$ cat src/rtl/enc_out_packer_pkg.sv
// Shared types and constants for the encrypt_pipe output packer.
// Holds the FSM state encoding and the lane-mask helper used when emitting partial words.
package enc_out_pkg;

  typedef enum logic {
    COLLECT = 1'b0,
    HOLD    = 1'b1
  } pack_state_t;

  localparam int WORD_BYTES = 4;

  // Mask keeping the lowest n byte lanes of a word; upper lanes are forced to zero.
  function automatic logic [31:0] keep_lanes(input logic [2:0] n);
    logic [31:0] m;
    m = '0;
    for (int i = 0; i < WORD_BYTES; i++) begin
      m[8*i +: 8] = (i < int'(n)) ? 8'hFF : 8'h00;
    end
    return m;
  endfunction

endpackage

$ cat src/rtl/enc_out_packer_byte_fifo.sv
// Byte FIFO with an extra pointer bit for full/empty and a combinational head read.
// A write while full is still accepted when a pop happens in the same cycle.
module byte_fifo #(
  parameter int  DEPTH = 16,
  localparam int AW    = $clog2(DEPTH)
) (
  input  logic          clk,
  input  logic          rst,
  input  logic          wr_en,
  input  logic [7:0]    wr_data,
  input  logic          rd_en,
  output logic [7:0]    rd_data,
  output logic          full,
  output logic          empty,
  output logic [AW:0]   level
);

  logic [7:0]  r_mem [DEPTH];
  logic [AW:0] r_wr_ptr;
  logic [AW:0] r_rd_ptr;
  logic        w_push;
  logic        w_pop;

  assign empty   = (r_wr_ptr == r_rd_ptr);
  assign full    = (r_wr_ptr[AW] != r_rd_ptr[AW]) &&
                   (r_wr_ptr[AW-1:0] == r_rd_ptr[AW-1:0]);
  assign level   = r_wr_ptr - r_rd_ptr;
  assign rd_data = r_mem[r_rd_ptr[AW-1:0]];

  assign w_pop  = rd_en && !empty;
  // When full, the slot being written is the head being popped this cycle.
  assign w_push = wr_en && (!full || w_pop);

  always_ff @(posedge clk) begin
    if (w_push) begin
      r_mem[r_wr_ptr[AW-1:0]] <= wr_data;
    end
  end

  always_ff @(posedge clk or negedge rst) begin
    if (!rst) begin
      r_wr_ptr <= '0;
      r_rd_ptr <= '0;
    end else begin
      if (w_push) r_wr_ptr <= r_wr_ptr + 1'b1;
      if (w_pop)  r_rd_ptr <= r_rd_ptr + 1'b1;
    end
  end

endmodule

$ cat src/rtl/enc_out_packer.sv
// Buffers the non-stalling encrypt_pipe byte stream and packs it little-endian into
// 32-bit words on a valid/ready output, with flush of partial words and sticky overflow.
module enc_out_packer
  import enc_out_pkg::*;
#(
  parameter int  DEPTH = 16,
  localparam int AW    = $clog2(DEPTH)
) (
  input  logic          clk,
  input  logic          rst,
  input  logic          enc_v,
  input  logic [7:0]    enc_data,
  input  logic          flush,
  output logic          word_valid,
  input  logic          word_ready,
  output logic [31:0]   word_data,
  output logic [2:0]    word_bytes,
  output logic          overflow,
  input  logic          clr_ovf,
  output logic [AW:0]   level
);

  pack_state_t r_state;
  logic [2:0]  r_cnt;
  logic [31:0] r_asm;
  logic [31:0] r_word_data;
  logic [2:0]  r_word_bytes;
  logic        r_word_valid;
  logic        r_overflow;
  logic        r_flush_pend;

  logic        w_empty;
  logic        w_full;
  logic [7:0]  w_rd_data;
  logic        w_pop;
  logic        w_drop;

  assign w_pop  = (r_state == COLLECT) && !w_empty;
  assign w_drop = enc_v && w_full && !w_pop;

  byte_fifo #(.DEPTH(DEPTH)) u_fifo (
    .clk     (clk),
    .rst     (rst),
    .wr_en   (enc_v),
    .wr_data (enc_data),
    .rd_en   (w_pop),
    .rd_data (w_rd_data),
    .full    (w_full),
    .empty   (w_empty),
    .level   (level)
  );

  always_ff @(posedge clk or negedge rst) begin
    if (!rst) begin
      r_state      <= COLLECT;
      r_cnt        <= '0;
      r_asm        <= '0;
      r_word_data  <= '0;
      r_word_bytes <= '0;
      r_word_valid <= 1'b0;
      r_flush_pend <= 1'b0;
    end else begin
      case (r_state)
        COLLECT: begin
          if (!w_empty) begin
            if (r_cnt == 3'(WORD_BYTES - 1)) begin
              r_word_data  <= {w_rd_data, r_asm[23:0]};
              r_word_bytes <= 3'(WORD_BYTES);
              r_word_valid <= 1'b1;
              r_cnt        <= '0;
              r_state      <= HOLD;
            end else begin
              r_asm[{r_cnt[1:0], 3'b000} +: 8] <= w_rd_data;
              r_cnt <= r_cnt + 3'd1;
            end
          end else if (r_flush_pend) begin
            if (r_cnt != 3'd0) begin
              r_word_data  <= r_asm & keep_lanes(r_cnt);
              r_word_bytes <= r_cnt;
              r_word_valid <= 1'b1;
              r_cnt        <= '0;
              r_state      <= HOLD;
            end
            r_flush_pend <= 1'b0;
          end
        end
        HOLD: begin
          if (word_ready) begin
            r_word_valid <= 1'b0;
            r_state      <= COLLECT;
          end
        end
        default: r_state <= COLLECT;
      endcase
      // A new pulse wins over the clear so a request is never lost.
      if (flush) r_flush_pend <= 1'b1;
    end
  end

  always_ff @(posedge clk or negedge rst) begin
    if (!rst) begin
      r_overflow <= 1'b0;
    end else if (w_drop) begin
      r_overflow <= 1'b1;
    end else if (clr_ovf) begin
      r_overflow <= 1'b0;
    end
  end

  assign word_valid = r_word_valid;
  assign word_data  = r_word_data;
  assign word_bytes = r_word_bytes;
  assign overflow   = r_overflow;

endmodule

$ cat config.mk
export PLATFORM = sky130hd
export DESIGN_NAME = enc_out_packer
export DESIGN_NICKNAME = d
export VERILOG_FILES = /design/src/rtl/enc_out_packer_pkg.sv /design/src/rtl/enc_out_packer_byte_fifo.sv /design/src/rtl/enc_out_packer.sv
export SDC_FILE = /design/constraint.sdc
export NUM_CORES = 1
export LEC_CHECK = 0
export ABC_AREA = 1
export CELL_PAD_IN_SITES_DETAIL_PLACEMENT = 0
export CELL_PAD_IN_SITES_GLOBAL_PLACEMENT = 1
export CORE_ASPECT_RATIO = 1.1
export CORE_MARGIN = 2
export CORE_UTILIZATION = 42
export DETAILED_ROUTE_END_ITERATION = 12
export GPL_TIMING_DRIVEN = 1
export PLACE_DENSITY_LB_ADDON = 0.1
export RECOVER_POWER = 25
export SLEW_MARGIN = 20
export SYNTH_ARGS = -nofsm -noshare
export SYNTH_HDL_FRONTEND = slang
export SYNTH_SLANG_ARGS = --single-unit
$ cat constraint.sdc
create_clock -name clk -period 3.2 [get_ports clk]
set_clock_uncertainty 0.1 [all_clocks]
set_input_delay 0.64 -clock clk [delete_from_list [all_inputs] [get_ports clk]]
set_output_delay 0.64 -clock clk [all_outputs]
set_load 0.01 [all_outputs]
; ---- After elaboration in Yosys (flattened, before gate mapping)
; Memory sizes are Yosys's and may differ from the RTL's.
; Index checks and enable logic that the tools add are counted.
[word_totals]
register_bits = 84
ram_bits = 128
in_bits = 14
latch_bits = 0
output_inout_bits = 42
rom_bits = 0
mem_count = 1
word_cells = 92
[op_classes]
add_sub_neg = 5
mul = 0
reduce_logical = 19
n_mux = 36
magnitude_cmp = 4
eq_ne = 11
div_mod_pow = 0
n_shift = 2
bitwise_logic = 4
[memory_table]
columns = name, depth, word_bits, rd, rd_clocked_by_memory_dff, write_ports, line
row1 = u_fifo.r_mem, 16, 8, 1, 0, 1, enc_out_packer_byte_fifo.sv:18  ; logic [7:0] r_mem [DEPTH];
[ops]
columns = cell, count
row1 = 2-to-1 mux 32 bit, 4
row2 = bitwise AND 32 bit, 1
row3 = bitwise mux 32 bit, 1
row4 = 2-to-1 mux 8 bit, 4
row5 = "variable shift 8 x 7 -> 32 bit, first input constant", 1
row6 = variable part select 8 x 7 -> 32 bit, 1
row7 = 2-to-1 mux 3 bit, 8
row8 = 2-to-1 mux 1 bit, 17
row9 = "adder 5 x 1 -> 5 bit, second input constant", 2
row10 = "!= test 2 bit, second input constant", 4
row11 = AND reduction 4 bit, 2
row12 = negation 5 -> 7 bit, 1
row13 = logical AND 1 bit, 6
row14 = "< comparator 1 x 3 -> 1 bit, first input constant", 2
row15 = "< comparator 2 x 3 -> 1 bit, first input constant", 2
row16 = "!= test 3 bit, second input constant", 2
row17 = AND reduction 3 bit, 2
row18 = nonzero test 2 bit, 3
row19 = == test 5 bit, 1
row20 = subtractor 5 bit, 1
row21 = == test 4 bit, 1
row22 = one-hot mux 1 bit (2 select lines), 2
row23 = "adder 3 x 1 -> 3 bit, second input constant", 1
row24 = "== test 3 x 2 -> 1 bit, second input constant", 1
row25 = 7 further kinds, 11

; ---- Logic depth before layout (Yosys ltp)
; Gate-level depths: netlist (run 1).
[depth]
ltp_word = 8
ltp_mapped = 15
ltp_nobuf = 11

; ---- By module
; A second synthesis (run 1) with hierarchy kept.
[hier_totals]
cells_unflattened = 1072
hier_area_um2 = 9994.6
[by_module_without_submodules]
columns = mod, area_each_um2, n_inst, seq_area_each_um2, cells_each
row1 = byte_fifo, 6454.9, 1, 4093.9, 677
row2 = enc_out_packer, 3539.6, 1, 1851.8, 395

; ---- Worst setup path before layout (run 1)
; Ideal clock, no wire load.
[synth_timing]
kind = register to register
start = register u_fifo.r_rd_ptr[1]
end = memory u_fifo.r_mem[0][0], enable pin
synth_period_minus_slack_ps = 2572
path_buffers = 2
slack_ps = 628
path_stages_with_launch = 12
setup_time_ps = 370
arrival_ps = 2101
cell_sequence = dfrtp_1 -> buf_2 -> clkinv_1 -> buf_2 -> ha_1 -> nand2_1 -> nor2_4 -> nand4_1 -> nand2_1 -> inv_1 -> nand2_1 -> nor2_1
[synth_via]
elab_chain_len = 8
[synth_lines]
columns = item, line
row1 = start: declaration, enc_out_packer_byte_fifo.sv:20  ; logic [AW:0] r_rd_ptr;
row2 = start signal: assignment, enc_out_packer_byte_fifo.sv:46  ; if (w_pop) r_rd_ptr <= r_rd_ptr + 1'b1;
row3 = == test 5 bit, enc_out_packer_byte_fifo.sv:24  ; assign empty = (r_wr_ptr == r_rd_ptr);
row4 = logical NOT 1 bit, "enc_out_packer_byte_fifo.sv:30, enc_out_packer.sv:38"
row5 = logical AND 1 bit, enc_out_packer.sv:38  ; assign w_pop = (r_state == COLLECT) && !w_empty;
row6 = logical AND 1 bit, enc_out_packer_byte_fifo.sv:30  ; assign w_pop = rd_en && !empty;
row7 = logical OR 1 bit (*), enc_out_packer_byte_fifo.sv:32  ; assign w_push = wr_en && (!full || w_pop);
row8 = logical AND 1 bit (*), enc_out_packer_byte_fifo.sv:32
row9 = 2-to-1 mux 1 bit (*), enc_out_packer_byte_fifo.sv:35  ; if (w_push) begin
row10 = 2-to-1 mux 1 bit (implied by the code) (*), enc_out_packer_byte_fifo.sv:36  ; r_mem[r_wr_ptr[AW-1:0]] <= wr_data;
row11 = end: declaration, enc_out_packer_byte_fifo.sv:18
; Every way passes the cells marked *; elsewhere a longest branch is shown, timed or not.

; ---- Worst setup path in the final report (run 1)
[layout_timing]
start = register u_fifo.r_wr_ptr[2]
end = output port level[3]
[layout_via]
elab_chain_len = 1
[layout_lines]
columns = item, line
row1 = start: declaration, enc_out_packer_byte_fifo.sv:19  ; logic [AW:0] r_wr_ptr;
row2 = start signal: assignment, enc_out_packer_byte_fifo.sv:45  ; if (w_push) r_wr_ptr <= r_wr_ptr + 1'b1;
row3 = subtractor 5 bit, enc_out_packer_byte_fifo.sv:27  ; assign level = r_wr_ptr - r_rd_ptr;
row4 = end: declaration, enc_out_packer.sv:20  ; output logic [AW:0] level
; Every way passes these cells.

==> flow_summary.json, run 1 <==
{
  "status": "finished with violations",
  "violations": "capacitance limit, slew limit",
  "yosys_warnings": 0,
  "finalHoldViolations": 0,
  "reg2reg_from": "u_fifo.r_wr_ptr[0]$_DFFE_PN0P_",
  "dr.pass1.iters": 5,
  "yosysTopAreaCellShare_pct": 40.33,
  "hold_path_depth": 2,
  "vias_per_cell": 4.714,
  "overflow": 0,
  "synth_area_leaders": "edfxtp_1, dfrtp_1, nand2_1, inv_1, nand3_1",
  "p_switching_uw": 4331,
  "r2r_cells": 9,
  "die_w_um": 147.6,
  "cts_tree": "yes",
  "postSynthNetCount": 1033,
  "drive_above_1_share_pct": 6.586,
  "critPathLaunchType": "register",
  "tightest_slew_ns": 2.092,
  "area_delta_synth_final_pct": 16.23,
  "routed_wl_um": 21910,
  "grt_pass1_wl_um": 35310,
  "min_from": "r_asm[14]$_DFFE_PN0P_",
  "clock.fmax_ghz": 0.3217,
  "comb_power_share_pct": 42.3,
  "place_worst_setup_slack_ns": 0.3343,
  "layout_commonest_cell": "nand2_1",
  "drt_iter0_drc": 345,
  "antenna_found_initial": 0,
  "port_buffers": 55,
  "cp_max_fo": 6,
  "layout.nets": 1092,
  "yosys.area.top_type": "edfxtp_1",
  "fin_crit_sh_pct": 97.15,
  "htree_levels": 1,
  "num_antenna_cells": 0,
  "core_sq_mm": 0.02218,
  "hold_slack_ns": 0.3777,
  "dieArea_sq_mm": 0.02391,
  "p_leak_uw": 0.005077,
  "ys_seq_area_share_pct": 62.39,
  "drtAntennaViolNets": 0,
  "start_util_pct": 42.97,
  "endpoint_kind": "primary output",
  "postSynthCellCount": 1004,
  "path_clk_slew_ns": 0.06,
  "io_pins": 56,
  "placedCellCount": 1332,
  "maxCapViolCount": 1,
  "worst_slew_margin_rel_pct": -39.48,
  "fin_ws_ns": 0.09108,
  "postCtsHoldBufs": 0,
  "drv_slew": 37,
  "layout_common_cells": "nand2_1, inv_1, edfxtp_1",
  "critPathKind": "reg2out",
  "grt_max_degree": 68,
  "synthDistinctLibCells": 30,
  "gp_congestion": 0.8450,
  "wl_per_cell_um": 15.96,
  "p_int_uw": 6531,
  "syn_area_per_cell_sq_um": 9.492,
  "num_rows": 57,
  "insertion_delay_ns": 0.50,
  "syn_area_sq_mm": 0.009530,
  "setup_viol": 0,
  "critical_path_required_ns": 2.46,
  "worstPathArrival_ns": 2.37,
  "cts_buffers": 23,
  "hold_path.class": "reg2reg",
  "power_density_mw_per_mm2": 980.6,
  "fin_util_pct": 49.94,
  "fin_cells": 1373,
  "period_minus_slack_ns": 3.109,
  "grt_pass1_vias": 6364,
  "sequentialPowerShare_pct": 34.8,
  "clock-sinks": 212,
  "drc": 0,
  "vias": 6473,
  "synth_seq_cells": 212,
  "power_frac_clock_pct": 22.9,
  "cts-root-buf": "clkbuf_16",
  "fp.dieH_um": 162.0,
  "cts_buffer_depth": 3,
  "reg2reg_to": "u_fifo.r_mem[5][4]$_DFFE_PP_",
  "ir_worst_vdd_mv": 0.4636,
  "power.share.switching_pct": 39.87,
  "setup_tns_ns": 0,
  "post-dp-hpwl_um": 14800,
  "reg2reg_slack_ns": 0.59,
  "grt_usage_pct": 18.90,
  "holdPathEnd": "r_asm[14]$_DFFE_PN0P_",
  "rsz0062_at_grt": "false"
}
cells by family after synthesis:
| kind of cell | count (synthesis) | synth area share [%] |
|---|---|---|
| simple gates | 532 | 23.67 |
| fa+ha+maj | 15 | 2.048 |
| xor+xnor | 11 | 1.011 |
| compound gates | 49 | 2.731 |
| flops | 212 | 62.39 |
| buf+inv | 185 | 8.153 |
synthesized netlist by cell type:
| cell | number |
|---|---|
| dfrtp_1 | 84 |
| fa_1 | 1 |
| o21ai_0 | 32 |
| a21oi_1 | 9 |
| o21ai_1 | 3 |
| nor2_2 | 5 |
| xnor2_1 | 1 |
| inv_1 | 144 |
| nand3_1 | 93 |
| clkinv_1 | 3 |
| nand4_1 | 20 |
| a21oi_2 | 3 |
| buf_4 | 4 |
| nand2_1 | 356 |
| nand4_2 | 2 |
| o22ai_1 | 1 |
| o211ai_1 | 1 |
| buf_1 | 4 |
| buf_8 | 1 |
| nor2_1 | 45 |
| nand2_4 | 4 |
| buf_6 | 4 |
| nand2_2 | 4 |
| ha_1 | 14 |
| buf_2 | 19 |
| clkbuf_1 | 5 |
| nor2_4 | 3 |
| inv_4 | 1 |
| edfxtp_1 | 128 |
| xor2_1 | 10 |
metal layers:
metal	vias up	part of all wire (%)	GRT usage, %
li1	3309	-	-
met1	2996	44	24.67
met2	141	50	33.30
met3	27	4.8	2.584
met4	0	1.8	4.851
met5	-	0	0
state kept, by name, indices dropped and copies added, names as in the netlist:
register	flops
r_flush_pend	1
u_fifo.r_mem	128
u_fifo.r_rd_ptr	5
u_fifo.r_wr_ptr	5
r_cnt	3
r_state	1
overflow	1
r_asm	32
word_bytes	3
word_data	32
word_valid	1
layout make-up:
cell class / instances / area, sq um
multi-input combinational: 607 / 2828
clock buffer: 29 / 598.1
sequential: 212 / 5947
tap: 295 / 369.1
clock inverter: 11 / 101.3
timing repair buffer: 71 / 675.6
inverter: 148 / 558.0
fill: 2127 / 11100
critical path, cell delays in order, from the launching register on:
cell and delay (ns):
dfrtp_1 0.48, ha_4 0.34, nand2_1 0.05, o21ai_0 0.19
xor2_1 0.23, clkdlybuf4s50_1 0.58
per-stage QoR:
stage / area, sq um / total power [uW]
after detailed placement: 10350 / 8468
after global routing: 11080 / 11690
final: 11080 / 10860
after global placement: 10350 / 8482
after CTS: 11060 / 11010
after floorplan: 9530 / 6734
power groups by stage:
stage	registers [uW]	logic [uW]	clock network (uW)
after global routing	3850	5170	2670
after CTS	3790	4660	2560
after detailed placement	3840	4630	0
after floorplan	3850	2890	0
after global placement	3830	4660	0
final	3780	4590	2490
worst max path at each step:
stage,startpoint,end,cells after the start
final,u_fifo.r_wr_ptr[2]$_DFFE_PN0P_,level[3],5
after global routing,u_fifo.r_wr_ptr[2]$_DFFE_PN0P_,level[3],5
after CTS,u_fifo.r_wr_ptr[0]$_DFFE_PN0P_,level[2],5
after detailed placement,u_fifo.r_wr_ptr[0]$_DFFE_PN0P_,level[4],6
after global placement,u_fifo.r_wr_ptr[0]$_DFFE_PN0P_,level[4],6
after floorplan,u_fifo.r_rd_ptr[1]$_DFFE_PN0P_,u_fifo.r_mem[0][0]$_DFFE_PP_,11
what timing repair did:
action | CTS | global route
gates cloned | 0 | 0
gates resized for setup | 4 | 1
pin swaps | 0 | 1
buffers inserted | 0 | 1
setup endpoints to repair | 2 | 3
No activity file was read; power rests on OpenSTA's default activity.
==> run 2: changes to the inputs <==
ABC_AREA = default   (was 1)
==> run 2 against run 1 <==
The run still ends with capacitance limit, slew limit left. Utilization increased by 1.1 points. Sequential power about the same. Worst setup slack better by 0.010 ns. Clock power increased by 12%. Combinational power down 14%. First-iteration DRC count is 16% higher. Routed wire length fell by 13%. Total power decreased by 3.1%. Critical path depth did not move.
==> flow_summary.json, run 2 <==
{
  "routed_wl_um": 19020,
  "p_int_uw": 6926,
  "clock.fmax_ghz": 0.3227,
  "postCtsHoldBufs": 0,
  "power_frac_clock_pct": 26.5,
  "worst_slew_margin_rel_pct": -10.48,
  "hold_path.class": "reg2reg",
  "synthArstFlopShare_pct": 39.62,
  "postSynthCellCount": 551,
  "clock-sinks": 212,
  "layout.nets": 658,
  "drc": 0,
  "io_pins": 56,
  "drv_slew": 68,
  "dr.pass1.iters": 4,
  "period_minus_slack_ns": 3.098,
  "yosysTopAreaCellShare_pct": 44.16,
  "setup_viol": 0,
  "synth_common_cells": "edfxtp_1, dfrtp_1, a22o_1",
  "cts_buffer_depth": 3,
  "fin_crit_sh_pct": 96.83,
  "insertion_delay_ns": 0.51,
  "syn_area_sq_mm": 0.008705,
  "grt_max_degree": 68,
  "synth_seq_cells": 212,
  "total_power_uw": 10530,
  "slowest_delay_ns": 0.54,
  "dieArea_sq_mm": 0.02189,
  "rsz0062_at_grt": "false",
  "postSynthNetCount": 580,
  "syn_area_per_cell_sq_um": 15.80,
  "num_antenna_cells": 0,
  "gp_congestion": 0.7920,
  "synth_area_leaders": "edfxtp_1, dfrtp_1, mux4_2, a22o_1, o21ai_0",
  "synth_edf_count": 128,
  "largest_register_ffs": 128,
  "post-dp-hpwl_um": 13060,
  "die_w_um": 141.3,
  "grt_usage_pct": 17.90,
  "ys_seq_area_share_pct": 68.31,
  "num_rows": 55,
  "power.share.switching_pct": 34.23,
  "holdPathEnd": "r_flush_pend$_DFFE_PN0P_",
  "cp_max_fo": 4,
  "antenna_found_initial": 0,
  "layout_common_cells": "edfxtp_1, dfrtp_1, clkdlybuf4s50_1",
  "p_leak_uw": 0.004037,
  "setup_tns_ns": 0,
  "drt_iter0_drc": 399,
  "cts_tree": "yes",
  "status": "finished with violations",
  "layout_commonest_cell": "edfxtp_1",
  "synth.most_common_cell": "edfxtp_1",
  "fp.dieH_um": 155.0,
  "drive_above_1_share_pct": 16.90,
  "endpoint_kind": "primary output",
  "vias_per_cell": 5.384,
  "grt_pass1_wl_um": 29870,
  "min_from": "r_flush_pend$_DFFE_PN0P_",
  "cts_buffers": 23,
  "reg2reg_slack_ns": 0.38,
  "sequentialPowerShare_pct": 36.1,
  "reg2reg_from": "u_fifo.r_wr_ptr[2]$_DFFE_PN0P_",
  "power_density_mw_per_mm2": 1010,
  "maxCapViolCount": 1,
  "critPathLaunchType": "register",
  "area_delta_synth_final_pct": 19.84,
  "wl_per_cell_um": 21.10,
  "core_sq_mm": 0.02044,
  "grt_pass1_vias": 5166,
  "tightest_slew_ns": 1.657,
  "critical_path_required_ns": 2.46,
  "drtAntennaViolNets": 0,
  "hold_path_depth": 1,
  "comb_power_share_pct": 37.4,
  "violations": "capacitance limit, slew limit",
  "reg2reg_to": "word_data[2]$_DFFE_PN0P_",
  "finalHoldViolations": 0,
  "overflow": 0,
  "p_switching_uw": 3604,
  "synthDistinctLibCells": 45,
  "crit_chain": "inv_1, ha_1, fa_2, inv_1, clkdlybuf4s50_1",
  "path_clk_slew_ns": 0.06,
  "vias": 4851,
  "critPathKind": "reg2out",
  "start_util_pct": 42.59,
  "htree_levels": 1,
  "cts-root-buf": "clkbuf_16",
  "ir_worst_vdd_mv": 0.5592,
  "synth_ff_type": "edfxtp_1",
  "yosys.area.top_type": "edfxtp_1",
  "worstPathArrival_ns": 2.36,
  "cp_common_cell": "inv_1",
  "port_buffers": 55,
  "r2r_cells": 6,
  "yosys_warnings": 0,
  "cpMaxStageDelayCell": "clkdlybuf4s50_1"
}
run 2: cell count changes in the layout (fill, tap and decap cells not counted), sizes merged, moves of 8 or more:
cell and delta:
inv -116, nor2 -39, clkinv -8, a22o +42, nand3 -82, mux2i +8, mux4 +32, mux2 +8
a21boi +8, nand2 -324, and2 +9, nand4 -18, a211o +8, xnor2 +10
run 2: power by group through the flow:
| stage | sequential, uW | combinational (uW) | clock, uW |
|---|---|---|---|
| 6_report | 3800 | 3940 | 2790 |
| 4_1_cts | 3810 | 4020 | 2850 |
| 3_5_place_dp | 3860 | 4020 | 0 |
| 3_3_place_gp | 3840 | 3980 | 0 |
| 2_1_floorplan | 3800 | 2490 | 0 |
| 5_1_grt | 3860 | 4310 | 2960 |
run 2: through the flow:
step                cells  utilization (%)  area (sq um)  hold WS [ns]  worst slack (ns)
global placement      859            47.09          9624        0.3584            0.3171
floorplan             551                -          8705        0.2444            0.1042
CTS                   900            51.05         10430        0.1610           0.05916
detailed placement    859            47.09          9624        0.3570            0.2616
finish                901            51.04         10430        0.3734            0.1015
global route          901            51.04         10430        0.3928          0.007326
run 2: layer usage:
layer | up-vias | wire length [um] | track usage (%)
li1 | 2253 | - | -
met1 | 2455 | 8211 | 23.66
met2 | 108 | 9421 | 30.17
met3 | 35 | 709 | 2.462
met4 | 0 | 672 | 7.095
met5 | - | 0 | 0
run 2: worst max-delay path: cells and delay by family, from the launching register on:
family / cells / cell delay, ns
adders and majority gates: 2 / 0.66
buffers and inverters: 3 / 0.80
DFF: 1 / 0.39
run 2: layout make-up:
class,instances,area (sq um)
fill,1706,10010
sequential,212,5947
multi-input combinational,286,2536
timing repair buffer,78,721.9
clock buffer,27,590.6
tap,256,320.3
clock inverter,14,210.2
inverter,28,105.1
run 2: what timing repair did:
action / CTS / global route
hold endpoints to repair: 0 / 0
resized for setup: 7 / 0
endpoints found under the setup margin: 3 / 2
setup buffers: 0 / 1
pin swaps: 1 / 1
run 2: worst max path at each step:
stage,startpoint,endpoint,slack [ns],depth (start not counted)
after floorplan,u_fifo.r_rd_ptr[1]$_DFFE_PN0P_,u_fifo.r_mem[4][0]$_DFFE_PP_,0.10,9
after global placement,u_fifo.r_wr_ptr[0]$_DFFE_PN0P_,level[4],0.32,8
after detailed placement,u_fifo.r_wr_ptr[0]$_DFFE_PN0P_,level[4],0.26,8
after CTS,u_fifo.r_wr_ptr[0]$_DFFE_PN0P_,level[4],0.06,8
after global routing,u_fifo.r_wr_ptr[0]$_DFFE_PN0P_,level[4],0.007,8
final,u_fifo.r_wr_ptr[0]$_DFFE_PN0P_,level[1],0.10,5
run 2: kinds of logic (layout without fill, tap and decap cells):
kind of cell / Yosys count / count (layout) / synth area share (%)
and+or+nand+nor: 97 / 97 / 5.692
DFF: 212 / 212 / 68.31
AOI/OAI and AO/OA: 112 / 112 / 9.314
xor gates and xnor gates: 14 / 14 / 1.495
adders and majority gates: 15 / 15 / 2.242
buffers and inverters: 53 / 147 / 2.717
muxes: 48 / 48 / 10.23
